### config.mk
export PLATFORM = sky130hd
export DESIGN_NAME = multicycle_ctrl
export DESIGN_NICKNAME = d
export VERILOG_FILES = /design/src/rtl/mc_pkg.sv /design/src/rtl/mc_out_decode.sv /design/src/rtl/multicycle_ctrl.sv
export SDC_FILE = /design/constraint.sdc
export NUM_CORES = 1
export LEC_CHECK = 0
export CORE_MARGIN = 2
export CORE_UTILIZATION = 40
export CTS_CLUSTER_SIZE = 12
export DETAILED_ROUTE_END_ITERATION = 10
export PLACE_DENSITY = 0.7
export SYNTH_ARGS = -nofsm -noshare
export SYNTH_HDL_FRONTEND = slang
export SYNTH_SLANG_ARGS = --single-unit
### constraint.sdc
create_clock -name clk -period 2.3 [get_ports clk]
set_clock_uncertainty 0.15 [all_clocks]
set_input_delay 0.69 -clock clk [delete_from_list [all_inputs] [get_ports clk]]
set_output_delay 0.69 -clock clk [all_outputs]
set_load 0.03 [all_outputs]
### src/rtl/mc_pkg.sv
// Shared definitions for the multicycle CPU control FSM: opcodes, mux
// encodings, state encoding and the control-word bundle.
package mc_pkg;

    // Opcodes (instruction[31:26]) understood by the controller
    localparam logic [5:0] OP_RTYPE = 6'b000000;
    localparam logic [5:0] OP_ADDI  = 6'b001000;
    localparam logic [5:0] OP_LW    = 6'b100011;
    localparam logic [5:0] OP_SW    = 6'b101011;
    localparam logic [5:0] OP_BEQ   = 6'b000100;
    localparam logic [5:0] OP_J     = 6'b000010;

    // ALUSrcB mux select
    localparam logic [1:0] SRCB_REG = 2'b00;
    localparam logic [1:0] SRCB_ONE = 2'b01;
    localparam logic [1:0] SRCB_IMM = 2'b10;
    localparam logic [1:0] SRCB_BR  = 2'b11;

    // PCSrc mux select
    localparam logic [1:0] PCSRC_ALU = 2'b00;
    localparam logic [1:0] PCSRC_BR  = 2'b01;
    localparam logic [1:0] PCSRC_JMP = 2'b10;

    typedef enum logic [3:0] {
        ST_FETCH    = 4'd0,
        ST_DECODE   = 4'd1,
        ST_EXEC_R   = 4'd2,
        ST_EXEC_I   = 4'd3,
        ST_WB_R     = 4'd4,
        ST_WB_I     = 4'd5,
        ST_MEM_ADDR = 4'd6,
        ST_MEM_RD   = 4'd7,
        ST_MEM_WB   = 4'd8,
        ST_MEM_WR   = 4'd9,
        ST_BRANCH   = 4'd10,
        ST_JUMP     = 4'd11,
        ST_HALT     = 4'd12
    } state_t;

    typedef struct packed {
        logic       sel_ins;
        logic       ir_write;
        logic       pc_write;
        logic       reg_write;
        logic       reg_dst;
        logic       alu_src_a;
        logic [1:0] alu_src_b;
        logic       mem_write;
        logic       mem_to_reg;
        logic       beq;
        logic [1:0] pc_src;
        logic       instr_done;
    } ctrl_t;

    // Opcode dispatch out of DECODE; anything unknown parks the machine in HALT
    function automatic state_t decode_next(input logic [5:0] op);
        case (op)
            OP_RTYPE:      return ST_EXEC_R;
            OP_ADDI:       return ST_EXEC_I;
            OP_LW, OP_SW:  return ST_MEM_ADDR;
            OP_BEQ:        return ST_BRANCH;
            OP_J:          return ST_JUMP;
            default:       return ST_HALT;
        endcase
    endfunction

endpackage

### src/rtl/mc_out_decode.sv
// Combinational state -> control-word table. The only non-state input is
// mem_ready, which gates the FETCH write enables and the MEM_WR completion.
module mc_out_decode
    import mc_pkg::*;
(
    input  state_t i_state,
    input  logic   i_mem_ready,
    output ctrl_t  o_ctrl
);

    // Output table; every field defaults to 0 and each state lists its ones
    always_comb begin
        o_ctrl = '0;
        case (i_state)
            ST_FETCH: begin
                o_ctrl.sel_ins   = 1'b1;
                o_ctrl.alu_src_b = SRCB_ONE;
                o_ctrl.pc_src    = PCSRC_ALU;
                o_ctrl.ir_write  = i_mem_ready;
                o_ctrl.pc_write  = i_mem_ready;
            end
            ST_DECODE: begin
                o_ctrl.alu_src_b = SRCB_BR;
            end
            ST_EXEC_R: begin
                o_ctrl.alu_src_a = 1'b1;
                o_ctrl.alu_src_b = SRCB_REG;
            end
            ST_EXEC_I, ST_MEM_ADDR: begin
                o_ctrl.alu_src_a = 1'b1;
                o_ctrl.alu_src_b = SRCB_IMM;
            end
            ST_WB_R: begin
                o_ctrl.reg_write  = 1'b1;
                o_ctrl.reg_dst    = 1'b1;
                o_ctrl.instr_done = 1'b1;
            end
            ST_WB_I: begin
                o_ctrl.reg_write  = 1'b1;
                o_ctrl.instr_done = 1'b1;
            end
            ST_MEM_RD: begin
                o_ctrl.sel_ins = 1'b0;
            end
            ST_MEM_WB: begin
                o_ctrl.reg_write  = 1'b1;
                o_ctrl.mem_to_reg = 1'b1;
                o_ctrl.instr_done = 1'b1;
            end
            ST_MEM_WR: begin
                // Held high while waiting; the memory commits only on ready
                o_ctrl.mem_write  = 1'b1;
                o_ctrl.instr_done = i_mem_ready;
            end
            ST_BRANCH: begin
                o_ctrl.alu_src_a  = 1'b1;
                o_ctrl.alu_src_b  = SRCB_REG;
                o_ctrl.beq        = 1'b1;
                o_ctrl.pc_src     = PCSRC_BR;
                o_ctrl.instr_done = 1'b1;
            end
            ST_JUMP: begin
                o_ctrl.pc_write   = 1'b1;
                o_ctrl.pc_src     = PCSRC_JMP;
                o_ctrl.instr_done = 1'b1;
            end
            default: o_ctrl = '0;
        endcase
    end

endmodule

### src/rtl/multicycle_ctrl.sv
// Multicycle CPU control FSM: sequences fetch/decode/execute/memory/write-back
// one instruction at a time, counts retired instructions and latches illegal
// opcodes.
module multicycle_ctrl
    import mc_pkg::*;
#(
    parameter int RETIRE_W = 16
) (
    input  logic                clk,
    input  logic                rst_n,
    input  logic [5:0]          opcode,
    input  logic                mem_ready,
    output logic                SelectIns,
    output logic                IRWrite,
    output logic                PCWrite,
    output logic                RegWrite,
    output logic                RegDst,
    output logic                ALUSrcA,
    output logic [1:0]          ALUSrcB,
    output logic                MemWrite,
    output logic                MemtoReg,
    output logic                BEQ,
    output logic [1:0]          PCSrc,
    output logic                instr_done,
    output logic                illegal,
    output logic [RETIRE_W-1:0] retired
);

    state_t              r_state;
    state_t              w_next;
    ctrl_t               w_ctrl;
    logic                r_illegal;
    logic [RETIRE_W-1:0] r_retired;

    mc_out_decode u_out_decode (
        .i_state     (r_state),
        .i_mem_ready (mem_ready),
        .o_ctrl      (w_ctrl)
    );

    // Next-state logic; opcode is only consulted in DECODE and MEM_ADDR
    always_comb begin
        w_next = r_state;
        case (r_state)
            ST_FETCH:    if (mem_ready) w_next = ST_DECODE;
            ST_DECODE:   w_next = decode_next(opcode);
            ST_EXEC_R:   w_next = ST_WB_R;
            ST_EXEC_I:   w_next = ST_WB_I;
            ST_MEM_ADDR: w_next = (opcode == OP_LW) ? ST_MEM_RD : ST_MEM_WR;
            ST_MEM_RD:   if (mem_ready) w_next = ST_MEM_WB;
            ST_MEM_WR:   if (mem_ready) w_next = ST_FETCH;
            ST_WB_R, ST_WB_I, ST_MEM_WB, ST_BRANCH, ST_JUMP: w_next = ST_FETCH;
            ST_HALT:     w_next = ST_HALT;
            default:     w_next = ST_FETCH;
        endcase
    end

    // State, sticky illegal flag and wrapping retire counter
    always_ff @(posedge clk or negedge rst_n) begin
        if (!rst_n) begin
            r_state   <= ST_FETCH;
            r_illegal <= 1'b0;
            r_retired <= '0;
        end else begin
            r_state <= w_next;
            if (w_next == ST_HALT)
                r_illegal <= 1'b1;
            if (w_ctrl.instr_done)
                r_retired <= r_retired + RETIRE_W'(1);
        end
    end

    // While reset is held the state already reads FETCH; only the two
    // write enables need an extra gate so nothing is loaded during reset.
    assign SelectIns  = w_ctrl.sel_ins;
    assign IRWrite    = w_ctrl.ir_write & rst_n;
    assign PCWrite    = w_ctrl.pc_write & rst_n;
    assign RegWrite   = w_ctrl.reg_write;
    assign RegDst     = w_ctrl.reg_dst;
    assign ALUSrcA    = w_ctrl.alu_src_a;
    assign ALUSrcB    = w_ctrl.alu_src_b;
    assign MemWrite   = w_ctrl.mem_write;
    assign MemtoReg   = w_ctrl.mem_to_reg;
    assign BEQ        = w_ctrl.beq;
    assign PCSrc      = w_ctrl.pc_src;
    assign instr_done = w_ctrl.instr_done;
    assign illegal    = r_illegal;
    assign retired    = r_retired;

endmodule

=== Word-level counts from Yosys, hierarchy flattened ===
Index checks and enable logic that the tools add are counted.

* Register bits after elaboration: 21
* Bits of input ports: 9
* Output and inout port bits: 31
* Logic and storage cells: 49

* Add/sub/neg operators: 1
* Eq/ne operators: 18
* Mux-type cells: 18
* Bitwise logic cells: 2
* Reductions and logical operators: 7

{| class="wikitable"
|+ Operators with widths
! cell !! number
|-
| one-hot mux 4 bit (8 select lines) || 1
|-
| equality test 4 bit, second input constant || 6
|-
| one-hot mux 4 bit (5 select lines) || 1
|-
| adder 16 x 1 -> 16 bit, second input constant || 1
|-
| equality test 4 x 3 -> 1 bit, second input constant || 4
|-
| 2-to-1 mux 4 bit || 4
|-
| equality test 6 bit, second input constant || 2
|-
| equality test 4 x 2 -> 1 bit, second input constant || 2
|-
| 2-to-1 mux 1 bit || 8
|-
| equality test 6 x 2 -> 1 bit, second input constant || 1
|-
| equality test 6 x 3 -> 1 bit, second input constant || 1
|-
| equality test 6 x 4 -> 1 bit, second input constant || 1
|-
| logical NOT 6 bit || 1
|-
| one-hot mux 2 bit (3 select lines) || 1
|-
| OR reduction 5 bit || 1
|-
| equality test 4 x 1 -> 1 bit, second input constant || 1
|-
| logical NOT 4 bit || 1
|-
| one-hot mux 1 bit (2 select lines) || 2
|-
| one-hot mux 2 bit (2 select lines) || 1
|-
| OR reduction 2 bit || 2
|-
| OR reduction 4 bit || 1
|-
| OR reduction 3 bit || 1
|-
| AND 1 bit || 2
|}

=== Depth between registers and ports, before layout ===
Gate-level depths: netlist of run 1.

* Word-level depth: 5
* Mapped depth: 5
* Gate-level depth less buffers: 5

=== Modules after synthesis ===
Synthesis of run 1 repeated with hierarchy kept, for this count alone.

* Cells, all modules: 135
* Area total of the unflattened synthesis: 1297.5 um^2

{| class="wikitable"
|+ By module, submodules not included
! module !! times used !! cells each !! area each (um^2) !! seq. area each (um^2)
|-
| multicycle_ctrl || 1 || 107 || 1123.6 || 525.5
|-
| mc_out_decode || 1 || 28 || 173.9 || 0.0
|}

=== Worst setup path before layout of run 1 ===
OpenSTA, ideal clock, no wires.

* Path kind: reg2out
* Start: register r_state[1]
* End: output IRWrite
* Arrival: 2179 ps
* Setup slack: -719 ps
* Stages on the path, launching flop included: 5
* Buffers on the path: 2
* Cells stage by stage: dfrtp_1 > clkbuf_1 > clkbuf_1 > nor4_1 > and3_1

* Word-level cells in the longest chain between the ends: 3

{| class="wikitable"
|+ Ends and longest elaborated chain
! element !! line !! source
|-
| from (decl) || multicycle_ctrl.sv:29 || <nowiki>state_t r_state;</nowiki>
|-
| from (signal assigned) || multicycle_ctrl.sv:65 || <nowiki>r_state <= w_next;</nowiki>
|-
| logical NOT 4 bit || mc_out_decode.sv:14 || <nowiki>case (i_state)</nowiki>
|-
| 2-to-1 mux 1 bit || mc_out_decode.sv:14 ||
|-
| AND 1 bit || multicycle_ctrl.sv:76 || <nowiki>assign IRWrite = w_ctrl.ir_write & rst_n;</nowiki>
|-
| to (decl) || multicycle_ctrl.sv:14 || <nowiki>output logic IRWrite,</nowiki>
|}

Every way passes these cells.

=== Worst setup path after layout of run 1 ===
* Start: input mem_ready
* End: output PCWrite

* Word-level cells in the longest chain between the ends: 2

{| class="wikitable"
|+ Ends and longest elaborated chain
! element !! line !! source
|-
| from (decl) || multicycle_ctrl.sv:12 || <nowiki>input logic mem_ready,</nowiki>
|-
| one-hot mux 1 bit (2 select lines) || mc_out_decode.sv:14 ||
|-
| AND 1 bit || multicycle_ctrl.sv:77 || <nowiki>assign PCWrite = w_ctrl.pc_write & rst_n;</nowiki>
|-
| to (decl) || multicycle_ctrl.sv:15 || <nowiki>output logic PCWrite,</nowiki>
|}

Every way passes these cells.

==> results of run 1 <==
==> registers in the layout, summed over array words and instances (netlist names) <==
signal,flops
illegal,1
r_state,4
retired,16
==> routing by layer <==
metal	part of all wire (%)	track usage, %	wire length [um]
met1	44	26.8	1610
met2	50	34.7	1840
met3	4.3	3.84	158
met4	1.3	3.11	47
met5	0	0	0
==> final cells by class <==
cell class                      instances  area, um^2
Multi-Input combinational cell        111         831
Fill cell                             237         912
Timing Repair Buffer                   73         722
Tap cell                               44        55.1
Clock buffer                            3        22.5
Sequential cell                        21         527
Clock inverter                          1        5.00
Inverter                                1        3.75
==> stage by stage <==
step	util (%)	std cells	total power (uW)	setup WS, ns
floorplan	-	141	1450	-0.113
global placement	59.9	233	1910	-0.587
detailed placement	59.9	233	1930	-0.605
CTS	68.4	252	2380	-0.226
global route	70.4	254	2600	-0.279
finish	70.4	254	2460	-0.204
==> what timing repair did <==
action                     in CTS  in global routing
pin swaps                      11                  8
setup endpoints to repair      11                 21
hold buffers                    0                  0
resized for setup              39                 16
cloned                          1                  0
setup buffers                  14                  3
==> cells by family after synthesis <==
family	share of synthesized area (%)
compound gates	10.2
xor+xnor	10.8
fa+ha+maj	1.74
buf+inv	3.47
flops	40.5
simple gates	33.2
==> power breakdown <==
part	switching, uW	internal (uW)
registers	118	453
logic	918	789
clock network	112	64.9
total	1150	1310
==> path summary, 6_finish.rpt <==
path,start,to,slack [ns],cells past startpoint
setup / recovery,mem_ready,PCWrite,-0.20,6
hold / removal,retired[15]$_DFFE_PN0P_,retired[15]$_DFFE_PN0P_,0.32,1
setup reg to reg,r_state[1]$_DFF_PN0_,illegal$_DFFE_PN0N_,0.15,8
hold reg to reg,retired[15]$_DFFE_PN0P_,retired[15]$_DFFE_PN0P_,0.32,1
max in group asynchronous,rst_n,r_state[3]$_DFF_PN0_,1.31,2
min in group asynchronous,rst_n,retired[5]$_DFFE_PN0P_,0.46,2
==> placed cells by master, fill, tap and decap left out, drive strengths merged, types with 7 or more instances in the layout <==
cell / synthesis / routed
nand4: 7 / 7
nor3: 7 / 7
nand2: 14 / 14
clkdlybuf4s50: 0 / 11
xor2: 10 / 10
dfrtp: 21 / 21
nor2: 7 / 7
dlymetal6s2s: 0 / 7
buf: 2 / 49
==> impl_metrics.sql, run 1 <==
INSERT INTO impl_metrics (metric_group, metric, value, unit) VALUES
('setup_path', 'cpLargestDelayFamily', 'simple AND/OR/NAND/NOR gates', ''),
('yosys', 'netlist_instances', '141', ''),
('sta', 'final-hold-violation-count', '0', ''),
('sta', 'grt_setup_unrepaired', 'yes', ''),
('grt', 'grt_start_max_net_pins', '22', ''),
('setup_path', 'crit_slowest_cell', 'sky130_fd_sc_hd__or3b_4', ''),
('sta', 'fin_setup_tns', '-0.762', 'ns'),
('detailed_routing', 'route.detailed.wl_per_inst', '14.4', 'um'),
('setup_path', 'timing.critical_path.arrival', '1.66', 'ns'),
('clock_network', 'cts.root.buffer_cell', 'sky130_fd_sc_hd__clkbuf_4', ''),
('sta', 'final_period_minus_worst_setup_slack', '2.50', 'ns'),
('clock_network', 'tritoncts', 'yes', ''),
('yosys', 'synth_seq_cells', '21', ''),
('yosys', 'syn_avg_cell_area', '9.19', 'um^2'),
('grt', 'first_global_vias', '1233', ''),
('final_layout', 'antenna_cells_inserted', '0', ''),
('yosys', 'yosys.cell_count.top_type', 'sky130_fd_sc_hd__dfrtp_1', ''),
('sta', 'max_clock_freq', '0.399', 'GHz'),
('setup_path', 'cp.required', '1.46', 'ns'),
('sta', 'final-max-slew-violation-count', '0', ''),
('clock_network', 'clock_sinks', '21', ''),
('status', 'outcome', 'complete, but fails checks', ''),
('die', 'die_height', '60.9', 'um'),
('placement', 'placed_cell_area', '1840', 'um^2'),
('final_layout', 'layout-drive-gt1-share', '34.8', '%'),
('grt', 'first_pass_grt_wire_length', '5.58', 'mm'),
('detailed_routing', 'remaining_drc_errors', '0', ''),
('yosys', 'synth-seq-area-share', '40.5', '%'),
('setup_path', 'worstSetupStartpointType', 'primary input', ''),
('grt', 'grtUsageTotal', '20.1', '%'),
('power_and_ir_drop', 'vdd.ir_drop.worst', '0.000554', 'V'),
('die', 'floorplan.initialDensity', '42.1', '%'),
('detailed_routing', 'total_iterations_of_the_first_detailed_routing_run', '4', ''),
('final_layout', 'layout-area-overhead-vs-synth', '67.1', '%'),
('clock_network', 'clkTransAtPathRegs', '0.11', 'ns'),
('worst_hold_path', 'worstHoldPathType', 'flop to flop', ''),
('detailed_routing', 'dr_total_vias', '1349', ''),
('placement', 'gp_congestion', '0.843', ''),
('detailed_routing', 'first_iter_violations', '86', ''),
('yosys', 'syn_nets', '151', ''),
('yosys', 'post-synth-top-area-cell', 'sky130_fd_sc_hd__dfrtp_1', ''),
('clock_network', 'cts_buffer_count', '3', ''),
('clock_network', 'h-tree-depth', '1', ''),
('sta', 'worstMarginPinSlew', '0.390', 'ns'),
('sta', 'timing.final.ws_setup', '-0.204', 'ns'),
('yosys', 'ys_async_sr_fraction', '100', '%'),
('grt', 'aggregate_global_routing_overflow', '0', ''),
('sta', 'final.hold.worst_slack', '0.324', 'ns'),
('sta', 'timing.slew.headroom', '74.0', '%'),
('setup_path', 'cp_max_fo', '2', ''),
('power_and_ir_drop', 'power_density', '1130', 'nW/um^2'),
('placement', 'post-dp-hpwl', '2.39', 'mm'),
('power_and_ir_drop', 'total_leakage_power', '0.000958', 'uW'),
('status', 'violated_checks', 'negative setup slack', ''),
('yosys', 'synth_warnings', '0', ''),
('clock_network', 'clock_insertion_delay_worst_skew', '0.30', 'ns'),
('job', 'maxCapViolations', '0', ''),
('sta', 'finalSetupViolCount', '11', ''),
('yosys', 'synthesized_cell_area', '1300', 'um^2'),
('setup_path', 'crit_path_max_incr_delay', '0.40', 'ns'),
('clock_network', 'clk_path_buf_depth', '2', ''),
('detailed_routing', 'drt_wl_total', '3.66', 'mm'),
('setup_path', 'critical-path-top-cell-by-count', 'sky130_fd_sc_hd__buf_6', ''),
('grt', 'antenna_found_initial', '0', ''),
('setup_path', 'crit_chain', 'buf_6 > or3b_4 > nor2_4 > a31oi_2 > nor3b_4 > buf_6', ''),
('final_layout', 'fin_nets', '221', ''),
('yosys', 'yosysTopAreaCellShare', '40.5', '%'),
('die', 'fp-row-count', '20', ''),
('die', 'floorplan.die_area', '3710', 'um^2'),
('yosys', 'synth_top_flop_cell', 'sky130_fd_sc_hd__dfrtp_1', ''),
('die', 'count_of_pins_on_the_block_boundary', '40', '');
Note: power is estimated with default switching activity, not from simulation.
==> run 2: changes to the inputs <==
--- a/config.mk
+++ b/config.mk
@@ -9,6 +9,7 @@
 export CORE_UTILIZATION = 40
 export CTS_CLUSTER_SIZE = 12
 export DETAILED_ROUTE_END_ITERATION = 10
+export GPL_TIMING_DRIVEN = 0
 export PLACE_DENSITY = 0.7
 export SYNTH_ARGS = -nofsm -noshare
 export SYNTH_HDL_FRONTEND = slang
==> run 2 against run 1 <==
  * The run still ends with negative setup slack left
  * Final cell count decreased by 3.5%
  * Combinational power rose by 3%
  * Sequential power up 1%
  * Register-to-register slack better by 0.17 ns
  * Utilization is 2.3 points lower
  * Hold slack got worse by 0.13 ns
  * Clock power barely moved
  * First-iteration DRC count fell by 19%
  * Fmax is 4.4% lower
  * Global-route usage increased by 0.81 points
  * Sequential share of layout area rose by 0.89 points
  * Sequential cell count unchanged
==> impl_metrics.sql, run 2 (synthesis gave the netlist of run 1 again) <==
INSERT INTO impl_metrics (metric_group, metric, value, unit) VALUES
('clock_network', 'clk_path_buf_depth', '2', ''),
('final_layout', 'largest_register_ff_count', '16', ''),
('sta', 'grt_setup_unrepaired', 'yes', ''),
('power_and_ir_drop', 'power_density', '1200', 'nW/um^2'),
('clock_network', 'clock_sinks', '21', ''),
('clock_network', 'clock_insertion_delay_worst_skew', '0.30', 'ns'),
('grt', 'aggregate_global_routing_overflow', '0', ''),
('final_layout', 'multi_input_area', '857', 'um^2'),
('grt', 'globalRouteMet3Util', '3.84', '%'),
('setup_path', 'cpLargestDelayFamily', 'simple AND/OR/NAND/NOR gates', ''),
('status', 'outcome', 'complete, but fails checks', ''),
('status', 'violated_checks', 'negative setup slack', ''),
('detailed_routing', 'total_iterations_of_the_first_detailed_routing_run', '4', ''),
('final_layout', 'fin_nets', '212', ''),
('placement', 'preCtsSetupSlack', '-1.42', 'ns'),
('final_layout', 'final_area', '2090', 'um^2'),
('setup_path', 'crit_path_max_incr_delay', '0.42', 'ns'),
('clock_network', 'tritoncts', 'yes', ''),
('detailed_routing', 'postRouteAntennaNets', '0', ''),
('power_and_ir_drop', 'seq_power_share', '23.0', '%'),
('final_layout', 'mostFrequentLayoutCells', '21 x sky130_fd_sc_hd__buf_4, 19 x sky130_fd_sc_hd__dfrtp_1, 13 x sky130_fd_sc_hd__nand2_1, 12 x sky130_fd_sc_hd__buf_6, 11 x sky130_fd_sc_hd__clkdlybuf4s50_1', ''),
('placement', 'io_buffer_count', '39', ''),
('power_and_ir_drop', 'comb_power_share', '70.0', '%'),
('die', 'floorplan.initialDensity', '42.1', '%'),
('sta', 'final_period_minus_worst_setup_slack', '2.62', 'ns'),
('die', 'floorplan.die_area', '3710', 'um^2'),
('power_and_ir_drop', 'p_int', '1320', 'uW'),
('grt', 'grt_start_max_net_pins', '24', ''),
('setup_path', 'critPathKind', 'primary input to output pin', ''),
('worst_hold_path', 'worstHoldPathType', 'primary input to asynchronous set/reset pin', ''),
('detailed_routing', 'remaining_drc_errors', '0', ''),
('grt', 'grt_use_met1', '27.6', '%'),
('job', 'maxCapViolations', '0', ''),
('grt', 'first_global_vias', '1243', ''),
('setup_path', 'timing.critical_path.arrival', '1.78', 'ns'),
('die', 'fp-row-count', '20', ''),
('placement', 'post-dp-hpwl', '2.42', 'mm'),
('setup_path', 'crit_slowest_cell', 'sky130_fd_sc_hd__or3b_4', ''),
('die', 'fp.dieW', '60.9', 'um'),
('sta', 'finalSetupViolCount', '11', ''),
('detailed_routing', 'dr_total_vias', '1328', ''),
('final_layout', 'layout-drive-gt1-share', '34.8', '%'),
('setup_path', 'crit_chain', 'buf_2 > or3b_4 > nor2_4 > a31oi_2 > nor3b_4 > buf_6', ''),
('power_and_ir_drop', 'total_leakage_power', '0.000893', 'uW'),
('detailed_routing', 'route.detailed.vias_per_inst', '5.42', ''),
('power_and_ir_drop', 'netSwitchingPower', '1190', 'uW'),
('grt', 'first_pass_grt_wire_length', '5.79', 'mm'),
('final_layout', 'mostFrequentLayoutCell', 'sky130_fd_sc_hd__buf_4', ''),
('detailed_routing', 'drt_wl_total', '3.79', 'mm'),
('setup_path', 'worstSetupStartpointType', 'primary input', ''),
('power_and_ir_drop', 'clock_power_share', '7.0', '%'),
('setup_path', 'cp_max_fo', '8', ''),
('final_layout', 'antenna_cells_inserted', '0', ''),
('final_layout', 'layout-area-overhead-vs-synth', '61.6', '%'),
('sta', 'max_clock_freq', '0.382', 'GHz'),
('final_layout', 'layout.filler_cells', '255', ''),
('detailed_routing', 'route.detailed.wl_per_inst', '15.5', 'um'),
('detailed_routing', 'first_iter_violations', '70', ''),
('sta', 'timing.slew.headroom', '65.4', '%'),
('die', 'die_height', '60.9', 'um'),
('grt', 'grtUsageTotal', '20.9', '%'),
('sta', 'timing.final.crit_share', '114', '%'),
('grt', 'antenna_found_initial', '0', ''),
('grt', 'use_met2', '35.9', '%'),
('clock_network', 'cts.root.buffer_cell', 'sky130_fd_sc_hd__clkbuf_4', ''),
('die', 'count_of_pins_on_the_block_boundary', '40', ''),
('sta', 'worstMarginPinSlew', '0.519', 'ns'),
('sta', 'final-max-slew-violation-count', '0', ''),
('setup_path', 'cp-end-kind', 'output pin', ''),
('power_and_ir_drop', 'sw_frac_of_total', '47.4', '%'),
('setup_path', 'buffer_and_inverter_count_on_the_worst_path', '2', ''),
('placement', 'gp_congestion', '0.806', ''),
('clock_network', 'clkTransAtPathRegs', '0.11', 'ns'),
('placement', 'placed_cell_area', '1800', 'um^2'),
('clock_network', 'cts_buffer_count', '3', ''),
('die', 'coreArea', '3080', 'um^2'),
('setup_path', 'cp.required', '1.46', 'ns'),
('grt', 'globalRoute.busiestLayer', 'met2', ''),
('power_and_ir_drop', 'vdd.ir_drop.worst', '0.000530', 'V'),
('clock_network', 'h-tree-depth', '1', ''),
('sta', 'timing.final.ws_setup', '-0.319', 'ns'),
('sta', 'final-hold-violation-count', '0', ''),
('final_layout', 'seq_area', '528', 'um^2');
run 2: final cells by class:
cell class	count	area share, %
clock buffers	3	1.08
inverters	1	0.179
multi-input cells	111	40.9
repair buffers	56	24.9
well taps	44	2.63
plain buffers	8	4.84
flip-flops and latches	21	25.2
clock inverters	1	0.239
run 2: worst paths after layout:
| path | from | endpoint | slack (ns) | cells past startpoint |
|---|---|---|---|---|
| setup / recovery | mem_ready | PCWrite | -0.32 | 6 |
| hold / removal | rst_n | retired[5]$_DFFE_PN0P_ | 0.19 | 1 |
| setup reg to reg | r_state[3]$_DFF_PN0_ | retired[9]$_DFFE_PN0P_ | 0.32 | 7 |
| hold reg to reg | illegal$_DFFE_PN0N_ | illegal$_DFFE_PN0N_ | 0.33 | 1 |
| max in group asynchronous | rst_n | r_state[2]$_DFF_PN0_ | 1.44 | 1 |
| min in group clk | illegal$_DFFE_PN0N_ | illegal$_DFFE_PN0N_ | 0.33 | 1 |
run 2: repair_timing:
action,4_1_cts,5_1_grt
hold buffers,0,0
endpoints found under the setup margin,20,20
hold endpoints to repair,0,0
setup buffers,9,9
gates resized for setup,128,29
pin swaps,4,8
run 2: routing by layer:
layer / vias up / wire [um]
li1: 637 / -
met1: 641 / 1620
met2: 46 / 1980
met3: 4 / 155
met4: 0 / 32
met5: - / 0
run 2: per-stage QoR:
stage          util, %  setup TNS (ns)  instances  hold slack [ns]  power (uW)
6_report          68.0           -1.10        245            0.191        2520
2_1_floorplan        -          -0.302        141            0.244        1450
4_1_cts           62.8          -0.804        237            0.184        2250
5_1_grt           68.0           -1.85        245            0.214        2660
3_5_place_dp      58.4          -10.05        224            0.314        1910
3_3_place_gp      58.4           -9.30        224            0.305        1880
run 2: power groups by stage:
stage | sequential, uW | clock [uW] | combinational, uW
floorplan | 658 | 0 | 792
finish | 578 | 176 | 1760
global route | 594 | 197 | 1870
detailed placement | 580 | 0 | 1330
global placement | 574 | 0 | 1310
CTS | 579 | 186 | 1490
run 2: worst register-to-register path, cell delays in order, from the launching register on:
cell	delay, ns
sky130_fd_sc_hd__dfrtp_2	0.47
sky130_fd_sc_hd__buf_6	0.13
sky130_fd_sc_hd__nand2b_4	0.13
sky130_fd_sc_hd__o22a_1	0.23
sky130_fd_sc_hd__buf_4	0.15
sky130_fd_sc_hd__buf_6	0.14
sky130_fd_sc_hd__nor4_1	0.35
sky130_fd_sc_hd__xor2_1	0.17
